`config.mk`:
```
export PLATFORM = sky130hd
export DESIGN_NAME = huffman_bit_aligner_flat
export DESIGN_NICKNAME = d
export VERILOG_FILES = /design/src/rtl/huffman_bit_aligner_if.sv /design/src/rtl/huffman_bit_aligner.sv /design/src/flat_wrapper.sv
export SDC_FILE = /design/constraint.sdc
export NUM_CORES = 1
export LEC_CHECK = 0
export BUFFER_PORTS_ARGS = -buffer_cell sky130_fd_sc_hd__buf_2
export CAP_MARGIN = 25
export CORE_MARGIN = 5
export CORE_UTILIZATION = 40
export DETAILED_ROUTE_END_ITERATION = 7
export HOLD_SLACK_MARGIN = 0.05
export PLACE_DENSITY = 0.55
export SYNTH_ARGS = -nofsm -noshare
export SYNTH_HDL_FRONTEND = slang
export SYNTH_SLANG_ARGS = --single-unit
```
`constraint.sdc`:
```
create_clock -name clk -period 6.1 [get_ports clk]
set_input_delay 1.22 -clock clk [delete_from_list [all_inputs] [get_ports clk]]
set_output_delay 1.22 -clock clk [all_outputs]
set_load 0.02 [all_outputs]
```
`src/rtl/huffman_bit_aligner_if.sv`:
```
// Handshake bundle between the word feeder, the bit aligner and the Huffman decoder.
// slave = aligner side, master = feeder/decoder side.
interface huffman_bit_aligner_if #(
    parameter int WORD_W = 32,
    parameter int WIN_W  = 6,
    parameter int LEN_W  = 4,
    parameter int NB_W   = 6
);
    logic [WORD_W-1:0] in_data;
    logic              in_valid;
    logic              in_last;
    logic [NB_W-1:0]   in_nbits;
    logic              in_ready;
    logic [WIN_W-1:0]  enc_data;
    logic              enc_load;
    logic              dec_ready;
    logic [LEN_W-1:0]  dec_symbol_length;

    modport slave (
        input  in_data, in_valid, in_last, in_nbits, dec_ready, dec_symbol_length,
        output in_ready, enc_data, enc_load
    );

    modport master (
        output in_data, in_valid, in_last, in_nbits, dec_ready, dec_symbol_length,
        input  in_ready, enc_data, enc_load
    );
endinterface

```
`src/rtl/huffman_bit_aligner.sv`:
```
// Bit aligner feeding a Huffman decoder: buffers MSB-first words, presents a WIN_W window,
// drops each decoded symbol's length. ALIGNER_STATS_EN adds a sym_count output.
module huffman_bit_aligner #(
    parameter int WORD_W = 32,
    parameter int BUF_W  = 64,
    parameter int WIN_W  = 6,
    parameter int LEN_W  = 4
) (
    input  logic                 clk,
    input  logic                 rst,
    huffman_bit_aligner_if.slave bus,
    output logic                 stream_done,
    output logic                 underflow
`ifdef ALIGNER_STATS_EN
    ,
    output logic [15:0]          sym_count
`endif
);
    localparam int CNT_W = $clog2(BUF_W + 1);

    typedef enum logic [2:0] {FILL, LOAD, WAIT, SHIFT, DONE} state_t;

    state_t           state, state_nxt;
    logic [BUF_W-1:0] bit_buf, buf_app;
    logic [CNT_W-1:0] count, cnt_app, add_bits, len_ext;
    logic [LEN_W-1:0] len_q;
    logic             last_seen, accept, len_ok;

    assign bus.enc_data = bit_buf[BUF_W-1 -: WIN_W];
    assign bus.in_ready = !last_seen && (count <= CNT_W'(BUF_W - WORD_W)) && (state != SHIFT);
    assign accept       = bus.in_valid && bus.in_ready;
    // Out-of-range lengths (decoder idle/reset values) must not consume bits.
    assign len_ok       = bus.dec_ready && (bus.dec_symbol_length != '0) &&
                          (bus.dec_symbol_length <= LEN_W'(WIN_W));
    assign len_ext      = CNT_W'(len_q);
    assign add_bits     = bus.in_last ? CNT_W'(bus.in_nbits) : CNT_W'(WORD_W);
    assign cnt_app      = count + add_bits;

    // New word lands just below the valid bits; anything past the new count is cleared so
    // the padded window of a short last word reads as zeros.
    assign buf_app = (bit_buf | ({bus.in_data, {(BUF_W-WORD_W){1'b0}}} >> count)) &
                     ~({BUF_W{1'b1}} >> cnt_app);

    always_ff @(posedge clk) begin
        if (!rst) state <= FILL;
        else      state <= state_nxt;
    end

    always_comb begin
        state_nxt    = state;
        bus.enc_load = 1'b0;
        stream_done  = 1'b0;
        case (state)
            FILL: begin
                if (count >= CNT_W'(WIN_W) || (last_seen && count != '0)) state_nxt = LOAD;
                else if (last_seen)                                        state_nxt = DONE;
            end
            LOAD: begin
                bus.enc_load = 1'b1;
                state_nxt    = WAIT;
            end
            WAIT:  if (len_ok) state_nxt = SHIFT;
            SHIFT: state_nxt = FILL;
            DONE: begin
                stream_done = 1'b1;
                state_nxt   = FILL;
            end
            default: state_nxt = FILL;
        endcase
    end

    always_ff @(posedge clk) begin
        if (!rst) begin
            bit_buf   <= '0;
            count     <= '0;
            last_seen <= 1'b0;
            len_q     <= '0;
            underflow <= 1'b0;
        end else begin
            // in_ready is low in SHIFT, so shift and append never collide.
            if (state == SHIFT) begin
                bit_buf <= bit_buf << len_q;
                if (len_ext > count) begin
                    count     <= '0;
                    underflow <= 1'b1;
                end else begin
                    count <= count - len_ext;
                end
            end else if (accept) begin
                bit_buf <= buf_app;
                count   <= cnt_app;
                if (bus.in_last) last_seen <= 1'b1;
            end
            if (state == DONE) last_seen <= 1'b0;
            if (state == WAIT && len_ok) len_q <= bus.dec_symbol_length;
        end
    end

`ifdef ALIGNER_STATS_EN
    always_ff @(posedge clk) begin
        if (!rst)                sym_count <= '0;
        else if (state == SHIFT) sym_count <= sym_count + 16'd1;
        else if (state == DONE)  sym_count <= '0;
    end
`else
    // Symbol statistics are not built in this configuration.
`endif
endmodule

```
`src/flat_wrapper.sv`:
```
// flat-port wrapper written by rule: the top's interface ports become plain ports
module huffman_bit_aligner_flat 
#(
    parameter int WORD_W = 32,
    parameter int BUF_W  = 64,
    parameter int WIN_W  = 6,
    parameter int LEN_W  = 4
)
  (clk, rst, stream_done, underflow, bus_in_data, bus_in_valid, bus_in_last, bus_in_nbits, bus_dec_ready, bus_dec_symbol_length, bus_in_ready, bus_enc_data, bus_enc_load);
  huffman_bit_aligner_if #(.WORD_W(WORD_W), .WIN_W(WIN_W), .LEN_W(LEN_W)) bus_i ();
  input  logic clk;
  input  logic rst;
  output logic stream_done;
  output logic underflow;
  input wire logic [$bits(bus_i.in_data)-1:0] bus_in_data;
  input wire logic [$bits(bus_i.in_valid)-1:0] bus_in_valid;
  input wire logic [$bits(bus_i.in_last)-1:0] bus_in_last;
  input wire logic [$bits(bus_i.in_nbits)-1:0] bus_in_nbits;
  input wire logic [$bits(bus_i.dec_ready)-1:0] bus_dec_ready;
  input wire logic [$bits(bus_i.dec_symbol_length)-1:0] bus_dec_symbol_length;
  output wire logic [$bits(bus_i.in_ready)-1:0] bus_in_ready;
  output wire logic [$bits(bus_i.enc_data)-1:0] bus_enc_data;
  output wire logic [$bits(bus_i.enc_load)-1:0] bus_enc_load;
  assign bus_i.in_data = bus_in_data;
  assign bus_i.in_valid = bus_in_valid;
  assign bus_i.in_last = bus_in_last;
  assign bus_i.in_nbits = bus_in_nbits;
  assign bus_i.dec_ready = bus_dec_ready;
  assign bus_i.dec_symbol_length = bus_dec_symbol_length;
  assign bus_in_ready = bus_i.in_ready;
  assign bus_enc_data = bus_i.enc_data;
  assign bus_enc_load = bus_i.enc_load;
  huffman_bit_aligner #(.WORD_W(WORD_W), .BUF_W(BUF_W), .WIN_W(WIN_W), .LEN_W(LEN_W)) u_core (.clk(clk), .rst(rst), .bus(bus_i), .stream_done(stream_done), .underflow(underflow));
endmodule
```
==> results.tsv <==
stage	metric	value	unit
clock_network	cts_setup_buffers	0	
placed_design	pre_cts_ws	1.451	ns
setup_path	worstPathCellList	buf_2, and2_1, ha_1, and3_1, a2111o_1, xor2_1, nand2_1, o311a_1, a211oi_1	
synthesis	syn_nets	1386	
setup_path	cp-start-kind	primary input	
clock_network	hold_buffers	0	
synthesis	syn_area	11120	um^2
placed_design	portBuffers	56	
pwr	share_comb_of_total_power	70.6	%
synthesis	synthSimpleGateAreaFrac	16.49	%
timing	fin_ws	1.738	ns
timing	relSlewSlack	16.00	%
floorplanning	rows	61	
timing	post-route-min-period	4.362	ns
floorplanning	die_area	31230	um^2
min_path	whs_endpoint	u_core.state[2]	
min_path	hp-start	u_core.last_seen	
placed_design	gp_congestion	1.058	
clock_network	cts_buffers	9	
synthesis	synthCells	1327	
synthesis	synth-compound-area-share	26.81	%
pwr	p_sw	3125	uW
timing	max_freq	229.2	MHz
min_path	min_path_type	reg2reg	
detailed_routing	antenna_left	0	
timing	drv_slew	0	
timing	finalCritPeriodShare	71.51	%
synthesis	synth_edf_count	0	
setup_path	path_max_fanout	18	
clock_network	cts.htree.levels	3	
status	outcome	finished clean	
clock_network	cts_tree	built	
global_routing	grt_pass1_wl	76.38	mm
pwr	leakage	0.004041	uW
pwr	power_density	466.0	nW/um^2
floorplanning	start_util	40.24	%
synthesis	ys.warnings.count	0	
cells_and_area	stdcell_count	1675	
clock_network	clock_sinks	80	
synthesis	ys_top_cells_by_area	mux4_2, dfxtp_1, mux2i_1	
cells_and_area	diodes	0	
job	drv_cap	0	
synthesis	synth-seq-cells	80	
setup_path	cp.arrival	4.63	ns
setup_path	worstSetupStartpoint	bus_in_last	
global_routing	gr-total-overflow	0	
clock_network	root_buffer	clkbuf_16	
synthesis	synth_top_area_share	18.84	%
synthesis	synth_xor_area_share	1.024	%
setup_path	regToRegStartpoint	u_core.count[1]	
global_routing	antenna_found_initial	0	
synthesis	avgSynthCellArea	8.378	um^2
timing	rsz0062_at_grt	no	
cells_and_area	drive_above_1_share	20.66	%
floorplanning	dieWidth	176.7	um
detailed_routing	routedWlPerCell	30.84	um
cells_and_area	nNetsFinal	1351	
detailed_routing	drc_errors	0	
timing	clock_skew	0.01028	ns
timing	fin_setup_tns	0	ns
synthesis	synthArstFlopShare	0	%
synthesis	synthAdderAreaFrac	1.418	%
floorplanning	top_level_ports	57	
setup_path	rr_endpoint	u_core.bit_buf[27]	
global_routing	grt_pass1_vias	11310	
synthesis	ys_seq_area_share	14.40	%
synthesis	ys.flop_type	dfxtp_1	
detailed_routing	drt_wl_total	51.66	mm
synthesis	synth_top_family_by_area	multiplexers	
setup_path	crit_required	6.37	ns
clock_network	clk_pin_slew	0.07	ns
synthesis	synth_cell_types	90	
timing	finalHoldViolations	0	
detailed_routing	dr.pass1.iters	6	
pwr	p_clk_share	10.6	%
setup_path	critical_path_class	in2reg	
placed_design	hpwl	39.07	mm
timing	setup_viol	0	
synthesis	synth.mux.area_fraction	33.31	%
cells_and_area	area_growth	6.077	%
setup_path	rrSetupSlack	1.82	ns
setup_path	worstSetupEndpointType	flop	
synthesis	yosys.area.top_type	mux4_2	
detailed_routing	drt_iter0_markers	1754	
setup_path	slowest_stage	xor2_1	
pwr	vdd_drop_max	0.2551	mV
pwr	p_sw_share	56.86	%
min_path	worstHoldPathCells	2	
floorplanning	die_h	176.7	um
global_routing	track_usage	32.26	%
clock_network	clk_path_buf_depth	2	
detailed_routing	via_per_inst	7.143	
clock_network	insertion_delay	0.36	ns
setup_path	r2r_cells	7	
global_routing	grt_max_degree	66	
pwr	p_total	5496	uW
pwr	p_int	2371	uW
detailed_routing	vias	11960	
clock_network	post_cts_resized	0	
timing	worst_pin_slew	1.260	ns
floorplanning	coreArea	27630	um^2
placed_design	placedCellCount	1658	
pwr	seq_power_share	18.9	%
setup_path	max_stage_delay	0.80	ns
-- synthesized netlist by cell type, drive strengths merged, types with 9 or more instances --
master and count:
a2111oi 9, a211o 12, a211oi 34, a21oi 91, a221oi 12, a22oi 12
a31oi 34, and2 17, and3 13, buf 69, clkbuf 65, dfxtp 80
ha 11, inv 22, mux2 46, mux2i 106, mux4 94, nand2 109
nand2b 13, nand3 26, nor2 106, nor2b 11, nor3 40, o211ai 15
o21a 10, o21ai 89, o22ai 11, o31ai 9, o32ai 13, or3 12
-- registers in the layout, summed over array words and instances (netlist names) --
register / flops
u_core.bit_buf: 64
u_core.count: 7
u_core.last_seen: 1
u_core.len_q: 4
u_core.state: 3
u_core.underflow: 1
-- logic make-up (layout without fill, tap and decap cells) --
kind of cell             after synthesis  in the layout
flip-flops                            80             80
adder cells (fa/ha/maj)               12             12
buffers and inverters                157            127
XOR/XNOR                              13             13
multiplexers                         246            246
AO/OA/AOI/OAI                        435            435
AND/OR/NAND/NOR                      384            384
-- layout by cell type, fill, tap and decap left out, types with 13 or more instances in the layout --
| cell | n |
|---|---|
| nand2b_1 | 13 |
| a21oi_1 | 90 |
| a211oi_1 | 33 |
| nor2_1 | 106 |
| dfxtp_1 | 72 |
| inv_1 | 18 |
| and3_1 | 13 |
| mux2i_1 | 106 |
| nor3_1 | 39 |
| o211ai_1 | 15 |
| mux2_2 | 43 |
| mux4_2 | 93 |
| nand2_1 | 109 |
| a31oi_1 | 34 |
| buf_2 | 59 |
| buf_4 | 29 |
| and2_1 | 16 |
| o21ai_0 | 77 |
| o32ai_1 | 13 |
| nand3_1 | 26 |
-- area by class of cell --
class | instances | area (um^2)
fill | 2909 | 15840
multi-input combinational | 1090 | 8800
sequential | 80 | 1619
timing repair buffer | 88 | 513.0
tap | 378 | 473.0
clock buffer | 9 | 225.2
inverter | 23 | 86.33
clock inverter | 7 | 77.57
-- power groups by stage --
stage / Sequential [uW] / Clock [uW] / Combinational [uW]
after floorplan: 818 / 0 / 2580
after CTS: 1010 / 584 / 3720
after global placement: 1020 / 0 / 3710
final: 1040 / 582 / 3880
after global routing: 1050 / 605 / 4030
after detailed placement: 1020 / 0 / 3710
-- routing by layer --
| metal | track usage [%] | wire (um) | up-vias |
|---|---|---|---|
| met3 | 5.939 | 4679 | 147 |
| met4 | 13.12 | 2332 | 0 |
| met1 | 46.68 | 22640 | 5924 |
| met2 | 47.39 | 22000 | 726 |
| li1 | - | - | 5167 |
| met5 | 0 | 0 | - |
-- per-stage QoR --
| stage | util, % | instance area, um^2 | hold WS (ns) |
|---|---|---|---|
| 3_5_place_dp | 41.57 | 11490 | 0.4808 |
| 3_3_place_gp | 41.54 | 11480 | 0.4834 |
| 2_1_floorplan | - | 11120 | 0.4609 |
| 4_1_cts | 42.67 | 11790 | 0.4935 |
| 5_1_grt | 42.69 | 11790 | 0.5353 |
| 6_report | 42.69 | 11790 | 0.4961 |
-- worst max-delay path, delay by kind of cell --
family / cells / cell delay [ns]
AOI/OAI and AO/OA: 3 / 1.07
and+or+nand+nor: 3 / 0.88
xor gates and xnor gates: 1 / 0.80
adders and majority gates: 1 / 0.49
buffers and inverters: 1 / 0.15
-- worst max-delay path by stage --
stage / end / slack, ns
2_1_floorplan: u_core.bit_buf[13] / 2.45
3_3_place_gp: u_core.bit_buf[3] / 1.49
3_5_place_dp: u_core.bit_buf[3] / 1.45
4_1_cts: u_core.bit_buf[3] / 1.81
5_1_grt: u_core.bit_buf[3] / 1.62
6_report: u_core.bit_buf[3] / 1.74
Power figures use the tool's default switching activity.
